`src/rtl/uart_tx_arbiter.sv`:
```
// Packet-granular round-robin arbiter that shares one buffered UART TX FIFO
// write port between NUM_CH byte-stream requesters, with optional channel-ID header.
module uart_tx_arbiter #(
  parameter int         NUM_CH  = 4,
  parameter bit         HDR_EN  = 1'b1,
  parameter logic [4:0] HDR_TAG = 5'h1A,
  parameter int         MAX_LEN = 64
) (
  input  logic                clk,
  input  logic                rst_n,
  input  logic [NUM_CH-1:0]   req_valid,
  input  logic [NUM_CH*8-1:0] req_data,
  input  logic [NUM_CH-1:0]   req_last,
  output logic [NUM_CH-1:0]   req_ready,
  output logic                tx_wr_en,
  output logic [7:0]          tx_wr_data,
  input  logic                tx_ready,
  output logic                grant_valid,
  output logic [2:0]          grant_id,
  output logic                len_err
);

  typedef enum logic [1:0] {
    ST_IDLE = 2'd0,
    ST_HDR  = 2'd1,
    ST_DATA = 2'd2
  } state_t;

  localparam logic [7:0] LAST_CNT = 8'(MAX_LEN - 1);

  state_t              state_r;
  state_t              state_nxt_s;
  logic [2:0]          rr_ptr_r;
  logic [2:0]          grant_id_r;
  logic                grant_valid_r;
  logic [7:0]          byte_cnt_r;
  logic                len_err_r;

  logic [2:0]          pick_s;
  logic                any_valid_s;
  logic                sel_valid_s;
  logic                sel_last_s;
  logic [7:0]          sel_data_s;
  logic                xfer_s;
  logic                at_max_s;
  logic                pkt_end_s;
  logic                cut_s;
  logic [2:0]          rr_next_s;
  logic [NUM_CH-1:0]   req_ready_s;
  logic                tx_wr_en_s;
  logic [7:0]          tx_wr_data_s;

  // Round-robin pick: descending offsets so the closest channel to rr_ptr wins.
  always_comb begin
    pick_s      = 3'd0;
    any_valid_s = |req_valid;
    for (int k = NUM_CH - 1; k >= 0; k--) begin
      for (int i = 0; i < NUM_CH; i++) begin
        pick_s = ((i == (int'(rr_ptr_r) + k) % NUM_CH) && req_valid[i]) ? 3'(i) : pick_s;
      end
    end
  end

  // Mux the granted channel's stream signals.
  always_comb begin
    sel_valid_s = 1'b0;
    sel_last_s  = 1'b0;
    sel_data_s  = 8'h00;
    for (int i = 0; i < NUM_CH; i++) begin
      sel_valid_s = (grant_id_r == 3'(i)) ? req_valid[i]       : sel_valid_s;
      sel_last_s  = (grant_id_r == 3'(i)) ? req_last[i]        : sel_last_s;
      sel_data_s  = (grant_id_r == 3'(i)) ? req_data[8*i +: 8] : sel_data_s;
    end
  end

  assign xfer_s    = (state_r == ST_DATA) & sel_valid_s & tx_ready;
  assign at_max_s  = (byte_cnt_r == LAST_CNT);
  assign pkt_end_s = xfer_s & (sel_last_s | at_max_s);
  assign cut_s     = xfer_s & ~sel_last_s & at_max_s;
  assign rr_next_s = (grant_id_r == 3'(NUM_CH - 1)) ? 3'd0 : grant_id_r + 3'd1;

  // State register.
  always_ff @(posedge clk) begin
    if (!rst_n) begin
      state_r <= ST_IDLE;
    end else begin
      state_r <= state_nxt_s;
    end
  end

  // Next-state logic.
  always_comb begin
    state_nxt_s = state_r;
    case (state_r)
      ST_IDLE: state_nxt_s = any_valid_s ? (HDR_EN ? ST_HDR : ST_DATA) : ST_IDLE;
      ST_HDR:  state_nxt_s = tx_ready ? ST_DATA : ST_HDR;
      ST_DATA: state_nxt_s = pkt_end_s ? ST_IDLE : ST_DATA;
      default: state_nxt_s = ST_IDLE;
    endcase
  end

  // Output decode; nothing reaches the FIFO or the requesters while in reset.
  always_comb begin
    tx_wr_en_s   = 1'b0;
    tx_wr_data_s = 8'h00;
    req_ready_s  = '0;
    case (state_r)
      ST_HDR: begin
        tx_wr_en_s   = tx_ready;
        tx_wr_data_s = {HDR_TAG, grant_id_r};
      end
      ST_DATA: begin
        tx_wr_en_s   = sel_valid_s & tx_ready;
        tx_wr_data_s = sel_data_s;
        for (int i = 0; i < NUM_CH; i++) begin
          req_ready_s[i] = (grant_id_r == 3'(i)) & tx_ready;
        end
      end
      default: begin
        tx_wr_en_s   = 1'b0;
        tx_wr_data_s = 8'h00;
        req_ready_s  = '0;
      end
    endcase
  end

  // Grant, round-robin pointer, payload counter and length-error pulse.
  always_ff @(posedge clk) begin
    if (!rst_n) begin
      rr_ptr_r      <= 3'd0;
      grant_id_r    <= 3'd0;
      grant_valid_r <= 1'b0;
      byte_cnt_r    <= 8'd0;
      len_err_r     <= 1'b0;
    end else begin
      len_err_r <= cut_s;
      if ((state_r == ST_IDLE) && any_valid_s) begin
        grant_id_r    <= pick_s;
        grant_valid_r <= 1'b1;
      end else if (pkt_end_s) begin
        grant_valid_r <= 1'b0;
        rr_ptr_r      <= rr_next_s;
        byte_cnt_r    <= 8'd0;
      end else if (xfer_s) begin
        byte_cnt_r    <= byte_cnt_r + 8'd1;
      end
    end
  end

  assign req_ready   = req_ready_s & {NUM_CH{rst_n}};
  assign tx_wr_en    = tx_wr_en_s & rst_n;
  assign tx_wr_data  = rst_n ? tx_wr_data_s : 8'h00;
  assign grant_valid = grant_valid_r;
  assign grant_id    = grant_id_r;
  assign len_err     = len_err_r;

endmodule

```
`config.mk`:
```
export PLATFORM = sky130hd
export DESIGN_NAME = uart_tx_arbiter
export DESIGN_NICKNAME = d
export VERILOG_FILES = /design/src/rtl/uart_tx_arbiter.sv
export SDC_FILE = /design/constraint.sdc
export NUM_CORES = 1
export LEC_CHECK = 0
export ABC_AREA = 1
export ABC_CLOCK_PERIOD_IN_PS = 1800
export BUFFER_PORTS_ARGS = -buffer_cell sky130_fd_sc_hd__buf_2
export CORE_MARGIN = 3
export CORE_UTILIZATION = 44
export CTS_CLUSTER_DIAMETER = 80
export CTS_CLUSTER_SIZE = 8
export DETAILED_ROUTE_END_ITERATION = 16
export GPL_TIMING_DRIVEN = 0
export PLACE_DENSITY = 0.77
export SYNTH_ARGS = -nofsm -noshare
export SYNTH_HDL_FRONTEND = slang
export SYNTH_SLANG_ARGS = --single-unit
```
`constraint.sdc`:
```
create_clock -name clk -period 1.8 [get_ports clk]
set_input_delay 0 -clock clk [delete_from_list [all_inputs] [get_ports clk]]
set_output_delay 0 -clock clk [all_outputs]
set_load 0.005 [all_outputs]
```
# After elaboration in Yosys (flattened, before gate mapping)
# Cells that the tools add are included.
# totals
ff_bits,16
in_bits,43
# op_classes
add_sub_neg,5
n_eq_ne,18
n_mux,40
bitwise_logic,18
n_reduce_logical,29
# ops
cell,n
$logic_not A32 Y1,3
$mux W8,7
$mux W2,17
$eq A3 B3 Y1 const A,6
$logic_and A1 B1 Y1,16
$pmux W8 S2,1
$mux W1,12
$and A1 B1 Y1,11
$eq A2 B3 Y1 const A,3
$add A8 B1 Y8 const B,1
$eq A8 B6 Y1 const B,1
$eq A2 B2 Y1 const B,3
$pmux W2 S3,1
$reduce_or A2 Y1,3
$add A2 B1 Y2 const B,2
$add A2 B2 Y2 const B,2
$and A4 B4 Y4,1
$eq A2 B1 Y1 const B,2
$eq A2 B2 Y1 const A,2
$mux W4,1
$reduce_and A2 Y1,2
$reduce_bool A2 Y1,2
$reduce_or A4 Y1,1
$and A1 B1 Y1 const A,3
6 further kinds,7

# Longest topological paths before layout
# Gate-level depths: netlist of run 1.
# logic_depth
word_depth,20
depth_mapped,15
mapped_depth_nobuf,15

# Worst setup path before layout of run 1
# OpenSTA, ideal clock, no wires.
# synth_path
kind,flip-flop to flip-flop
start,"register grant_id_r[1], in the netlist grant_id[1]"
end,register byte_cnt_r[5]
t_arrival_ps,1698
required_ps,1681
setup_slack_ps,-17
stages_incl_launch_ff,13
period_less_slack_ps,1817
path_cell_list,dfxtp_1 > inv_1 > ha_1 > buf_6 > inv_6 > nand2_2 > inv_1 > nand2_1 > a31o_2 > o211ai_2 > nand3_1 > nand3b_1 > a21oi_1
# synth_between
elab_chain_cells,10
# synth_rtl
element,line,rtl
from (decl),34,logic [2:0] grant_id_r;
from (signal assigned),138,grant_id_r <= pick_s;
$logic_not A3 Y1,"70, 71",
$mux W1 (4 in a row),70,sel_valid_s = (grant_id_r == 3'(i)) ? req_valid[i] : sel_valid_s;
$and A1 B1 Y1 (2 in a row),76,assign xfer_s = (state_r == ST_DATA) & sel_valid_s & tx_ready;
$and A1 B1 Y1,78,assign pkt_end_s = xfer_s & (sel_last_s | at_max_s);
$reduce_bool A2 Y1 (no source line),-,
$reduce_and A2 Y1 (no source line),-,
to (signal assigned),145,byte_cnt_r <= byte_cnt_r + 8'd1;
to (decl),36,logic [7:0] byte_cnt_r;
# Several ways; a longest one is shown, not always the timed one.
# A chain may end at the register's enable or synchronous reset.

# Final worst setup path of run 1
# layout_path
start,"register grant_id_r[1], in the netlist grant_id[1]"
end,register byte_cnt_r[0]
# Same word-level chain as after synthesis.

==> results of run 1 <==
==> power by group through the flow <==
stage	logic, mW	registers [mW]	clock network (mW)
floorplan	0.306	0.391	0
global placement	0.434	0.393	0
detailed placement	0.439	0.394	0
CTS	0.526	0.390	0.202
global route	0.627	0.394	0.212
finish	0.576	0.391	0.193
==> synth_stat cells <==
master	count	area (um^2)
nand2_1	41	153.9
a21oi_1	24	120.1
inv_1	21	78.83
nor2_1	20	75.07
nand3_1	17	85.08
dfxtp_1	16	320.3
o21ai_0	13	65.06
ha_1	9	112.6
a22oi_1	8	60.06
nand4_1	6	37.54
o21a_1	6	45.04
a211oi_1	3	22.52
clkbuf_1	3	11.26
nand2_2	3	18.77
buf_4	2	15.01
nand3b_1	2	15.01
o211ai_2	2	25.02
o31ai_1	2	15.01
xor2_1	2	17.52
a21oi_2	1	8.760
a31o_2	1	8.760
a31oi_1	1	6.260
a41oi_2	1	16.27
buf_2	1	5.000
buf_6	1	11.26
bufinv_8	1	17.52
conb_1	1	3.750
inv_2	1	3.750
inv_4	1	6.260
inv_6	1	8.760
nand2_4	1	11.26
nor2_8	1	20.02
nor3_1	1	5.000
nor4_1	1	6.260
o22ai_1	1	6.260
o22ai_2	1	12.51
or2_0	1	6.260
or2_2	1	6.260
xnor2_1	1	8.760
==> per-stage QoR <==
step / instance area [um^2] / instances / util / worst slack (ns) / setup TNS (ns)
after global placement: 1828 / 323 / 0.5844 / -0.2154 / -2.121
after detailed placement: 1828 / 323 / 0.5844 / -0.2362 / -2.334
after CTS: 2021 / 335 / 0.6460 / -0.02970 / -0.07761
after floorplan: 1478 / 220 / - / -0.01252 / -0.01937
after global routing: 2093 / 339 / 0.6692 / -0.05224 / -0.2773
final: 2093 / 339 / 0.6692 / 0.03927 / 0
==> cell families after synthesis <==
group | Yosys count | synth area share
adders and majority gates | 9 | 0.07647
xor gates and xnor gates | 3 | 0.01785
DFF | 16 | 0.2175
other | 1 | 0.002546
and+or+nand+nor | 95 | 0.2991
buffers and inverters | 32 | 0.1071
AOI/OAI and AO/OA | 64 | 0.2795
==> routing by layer <==
metal  routed length [um]  part of all wire  up-vias
met1                 1948              0.44      829
met4                   47             0.011        0
met5                    0                 0        -
met2                 2163              0.49       57
met3                  250             0.057        7
li1                     -                 -      910
==> cell type report <==
class	count	area (um^2)
buffer	6	48.80
clock buffer	3	22.52
fill	274	1035
inverter	25	121.4
multi-input combinational	172	1107
sequential	16	327.8
tap	44	55.05
timing repair buffer	73	410.4
==> critical path, stage by stage (launching register included) <==
cell and delay [ns]:
dfxtp_4 0.39, inv_4 0.04, ha_4 0.18, inv_8 0.07, nand2_4 0.06, o22ai_2 0.13, nand2_2 0.09, o211ai_4 0.10
nand2_4 0.10, nor2_8 0.17, inv_4 0.06, or2_1 0.21, a21oi_2 0.11
==> what timing repair did <==
item | in CTS | in global routing
hold buffers | 1 | 0
resized for setup | 30 | 20
endpoints found under the hold margin | 2 | 0
pin swaps | 7 | 11
setup buffers | 8 | 5
endpoints found under the setup margin | 23 | 21
==> sequential cells by signal, summed over array words and instances (netlist names) <==
signal,cells
state_r,2
byte_cnt_r,8
grant_id,2
grant_valid,1
len_err,1
rr_ptr_r,2
==> path summary, 6_finish.rpt <==
kind | startpoint | end | slack (ns) | cells after the start
max | grant_id[1]$_SDFFE_PN0P_ | byte_cnt_r[0]$_SDFFE_PN0P_ | 0.04 | 12
min | req_valid[2] | grant_id[1]$_SDFFE_PN0P_ | 0.05 | 3
max reg2reg | grant_id[1]$_SDFFE_PN0P_ | byte_cnt_r[0]$_SDFFE_PN0P_ | 0.04 | 12
min reg2reg | grant_valid$_SDFFE_PN0P_ | grant_valid$_SDFFE_PN0P_ | 0.48 | 2
==> layout by cell type, fill, tap and decap left out, drive strengths merged <==
cell type    synthesis  layout
buf                  4      77
nand2               45      45
a21oi               25      25
inv                 24      25
nor2                21      21
nand3               17      17
dfxtp               16      16
o21ai               13      13
ha                   9       9
a22oi                8       8
o21a                 6       6
nand4                6       6
clkbuf               3       4
a211oi               3       3
xor2                 2       2
nand3b               2       2
o31ai                2       2
o22ai                2       2
o211ai               2       2
or2                  2       2
nor3                 1       1
a31o                 1       1
a41oi                1       1
xnor2                1       1
a31oi                1       1
nor4                 1       1
conb                 1       1
dlygate4sd3          0       1
==> impl_metrics.tcl, run 1 <==
set metrics [dict create \
    fin_nets 349 \
    finalSetupViolations 0 \
    grt_pass1_vias 1624 \
    grt_start_max_net_pins 11 \
    p_sw_uw 450.5 \
    critPathKind "register to register" \
    gr-usage-all-layers 0.2129 \
    hp-class "input port to register" \
    ys_ff_latch 16 \
    die_w_um 63.85 \
    port_buffers 59 \
    globalRouteMet1Util 0.2856 \
    rows 20 \
    grt.overflow.total 0 \
    avgSynthCellArea_um2 6.694 \
    cts_buffers 3 \
    synthDistinctLibCells 39 \
    place.gp.congestion 0.8669 \
    worstMarginPinSlew_ns 0.5170 \
    total_power_mw 1.160 \
    clkTransAtPathRegs_ns 0.09 \
    initial_core_util 0.4708 \
    cap_viol_max_count 0 \
    synthCells 220 \
    status "complete, no violations" \
    cts_buffer_depth 2 \
    critPathLaunchType "register" \
    max_freq_mhz 567.9 \
    hpwlAfterDp_um 3259 \
    power.leakage_nw 1.006 \
    antenna_found_initial 0 \
    yosysWarnings 0 \
    use_met2 0.3561 \
    viasPerCell 5.319 \
    p_seq_frac 0.337 \
    finClkSkew_ns 0.008401 \
    grt_setup_unrepaired "yes" \
    met3_usage 0.03339 \
    synthToLayoutAreaGrowth_pct 42.14 \
    synth_fp_nets 272 \
    dr.pass1.iters 4 \
    fp.dieArea_um2 4077 \
    max_slew_margin 0.6553 \
    routed_wl_um 4409 \
    syn_area_um2 1473 \
    vias 1803 \
    drtIter0Drc 157 \
    final-max-slew-violation-count 0 \
    grt_pass1_wl_um 7120 \
    report.final.hold_viol_count 0 \
    n_antenna_cell 0 \
    critPathRequiredTime_ns 2.04 \
    min_period_ns 1.761 \
    cts_max_level 1 \
    dieHeight_um 63.85 \
    cp-end-kind "register" \
    power_frac_comb 0.497 \
    avgRoutedWirePerCell_um 13.01 \
    holdWs_ns 0.04823 \
    cts_sinks 16 \
    detail-route-antenna-nets 0 \
    yosysSeqAreaShare 0.2175 \
    p_int_uw 709.4 \
    crit_fanout 6 \
    critPathArrivalTime_ns 2.00 \
    period_share 0.9782 \
    post-route-drc-count 0 \
    insertion_delay_ns 0.30 \
    p_clk_frac 0.166 \
    clockRootBuffer "clkbuf_4" \
    drive_above_1_share 0.3864 \
    pin_count 61 \
    peakVddDrop_mv 0.3746 \
    gr-max-usage-layer "met2" \
    cellPowerDensity_nw_per_um2 554.1 \
    switching_share 0.3884 \
    core_um2 3128 \
    cts_tree "done" \
]
Power figures use the tool's default switching activity.
==> run 2: changes to the inputs <==
--- a/config.mk
+++ b/config.mk
@@ -8,13 +8,15 @@
 export ABC_AREA = 1
 export ABC_CLOCK_PERIOD_IN_PS = 1800
 export BUFFER_PORTS_ARGS = -buffer_cell sky130_fd_sc_hd__buf_2
+export CELL_PAD_IN_SITES_DETAIL_PLACEMENT = 0
+export CELL_PAD_IN_SITES_GLOBAL_PLACEMENT = 1
 export CORE_MARGIN = 3
-export CORE_UTILIZATION = 44
+export CORE_UTILIZATION = 29
 export CTS_CLUSTER_DIAMETER = 80
 export CTS_CLUSTER_SIZE = 8
 export DETAILED_ROUTE_END_ITERATION = 16
 export GPL_TIMING_DRIVEN = 0
-export PLACE_DENSITY = 0.77
+export PLACE_DENSITY_LB_ADDON = 0.1
 export SYNTH_ARGS = -nofsm -noshare
 export SYNTH_HDL_FRONTEND = slang
 export SYNTH_SLANG_ARGS = --single-unit
==> run 2 against run 1 <==
Sequential power up 1%. Total power up 16%. Clock-buffer cell count up 1. Global-route usage down 5.0 points. Fmax down 1.1%. Via count down 0.11%.
==> impl_metrics.tcl, run 2 (same netlist as run 1, synthesis figures left out) <==
set metrics [dict create \
    power.leakage_nw 1.067 \
    fp.dieArea_um2 5969 \
    drtIter0Drc 60 \
    regMostFlops "byte_cnt_r" \
    finClkSkew_ns 0.005345 \
    worstMarginPinSlew_ns 0.5075 \
    insertion_delay_ns 0.25 \
    r2r_setup_slack_ns 0.03 \
    core_um2 4817 \
    grt_pass1_wl_um 8066 \
    critPathRequiredTime_ns 1.80 \
    grt_setup_unrepaired "yes" \
    mostFrequentLayoutCells "buf_2, nand2_1, buf_4, nor2_1, a21oi_1" \
    cap_viol_max_count 0 \
    hpwlAfterDp_um 3642 \
    nFillCells 523 \
    tns_ns 0 \
    cts_buffers 3 \
    final-max-slew-violation-count 0 \
    cts_max_level 1 \
    final_area_um2 2305 \
    clkTransAtPathRegs_ns 0.07 \
    register_area_um2 327.8 \
    peakVddDrop_mv 0.3184 \
    min_period_ns 1.781 \
    ctsHoldBuffers 0 \
    m1WireLength_um 2266 \
    cts_tree "done" \
    dr.pass1.iters 4 \
    hold_depth 3 \
    critPathKind "register to primary output" \
    detail-route-antenna-nets 0 \
    pin_count 61 \
    grt_pass1_vias 1744 \
    largest_reg_flops 8 \
    cts_sinks 16 \
    die_w_um 77.26 \
    report.final.hold_viol_count 0 \
    initial_core_util 0.3057 \
    critPathLaunchType "register" \
    hp-class "input port to register" \
    startpoint "grant_id[0]$_SDFFE_PN0P_" \
    fin_ws_ns 0.01880 \
    gr-usage-all-layers 0.1631 \
    place.gp.congestion 0.7761 \
    finalSetupViolations 0 \
    fin_nets 357 \
    max_freq_mhz 561.4 \
    synthToLayoutAreaGrowth_pct 56.50 \
    post-route-drc-count 0 \
    period_share 0.9896 \
    grt_start_max_net_pins 11 \
    viasPerCell 4.854 \
    routed_wl_um 4836 \
    wl_met3_um 336 \
    cts_buffer_depth 2 \
    holdPathEnd "state_r[1]$_SDFF_PN0_" \
    vias 1801 \
    topRoutingLayerUsed "met4" \
    clockRootBuffer "clkbuf_8" \
    hold_start "tx_ready" \
    preCtsSetupSlack_ns -0.3965 \
    reg2reg_from "grant_id[0]$_SDFFE_PN0P_" \
    rows 25 \
    avgRoutedWirePerCell_um 13.04 \
    reg2reg_to "byte_cnt_r[3]$_SDFFE_PN0P_" \
    wl_met2_um 2149 \
    cp-end-kind "primary output" \
    n_antenna_cell 0 \
    r2r_cells 11 \
    multiInputGateArea_um2 1180 \
    status "complete, no violations" \
    port_buffers 59 \
    drive_above_1_share 0.4474 \
    max_slew_margin 0.6616 \
    crit_fanout 7 \
    critPathArrivalTime_ns 1.78 \
    antenna_found_initial 0 \
    dieHeight_um 77.26 \
    final_common_cell "buf_2" \
    dpl_cell_area_um2 1857 \
    cellPowerDensity_nw_per_um2 583.7 \
    grt.overflow.total 0 \
]
[run 2: worst max-delay path by stage]
stage	slack [ns]	cells after the start	endpoint
finish	0.02	9	tx_wr_data[0]
global route	-0.07	9	tx_wr_data[6]
CTS	-0.03	11	tx_wr_data[1]
detailed placement	-0.40	13	byte_cnt_r[3]$_SDFFE_PN0P_
global placement	-0.35	13	byte_cnt_r[3]$_SDFFE_PN0P_
floorplan	-0.01	14	byte_cnt_r[3]$_SDFFE_PN0P_
[run 2: power breakdown]
group	switching (mW)	total, mW	internal, mW
Clock	0.132	0.327	0.194
Sequential	0.0244	0.396	0.371
Combinational	0.334	0.623	0.289
[run 2: worst max-delay path: stages (launching register included)]
cell and delay (ns):
dfxtp_4 0.42, inv_6 0.06, ha_4 0.17, nand2_4 0.08, clkinvlp_4 0.19, a22oi_1 0.18
o21ai_0 0.11, a22oi_1 0.15, nor2_1 0.05, buf_2 0.13
[run 2: timing repair]
item | in CTS | in global routing
endpoints found under the setup margin | 23 | 21
pin swaps | 9 | 15
setup buffers | 17 | 5
cloned | 1 | 0
gates resized for setup | 37 | 31
[run 2: area by class of cell]
class / count / share of cell area
buffer: 5 / 0.01792
sequential: 16 / 0.1422
tap: 67 / 0.03637
multi-input combinational: 172 / 0.5119
clock buffer: 4 / 0.02389
timing repair buffer: 82 / 0.2128
inverter: 25 / 0.05483
[run 2: stage by stage]
stage | std cells | util | hold slack [ns] | power (mW)
floorplan | 220 | - | 0.1014 | 0.6975
global placement | 346 | 0.3855 | 0.3222 | 0.8512
detailed placement | 346 | 0.3855 | 0.3262 | 0.8495
CTS | 368 | 0.4535 | 0.04681 | 1.301
global route | 371 | 0.4784 | 0.05747 | 1.436
finish | 371 | 0.4784 | 0.05965 | 1.345
[run 2: per-layer routing]
metal  vias to the layer above  GRT usage
met5                         -          0
met4                         0    0.04804
met3                         9    0.03052
met2                        69     0.2755
met1                       796     0.2095
li1                        927          -
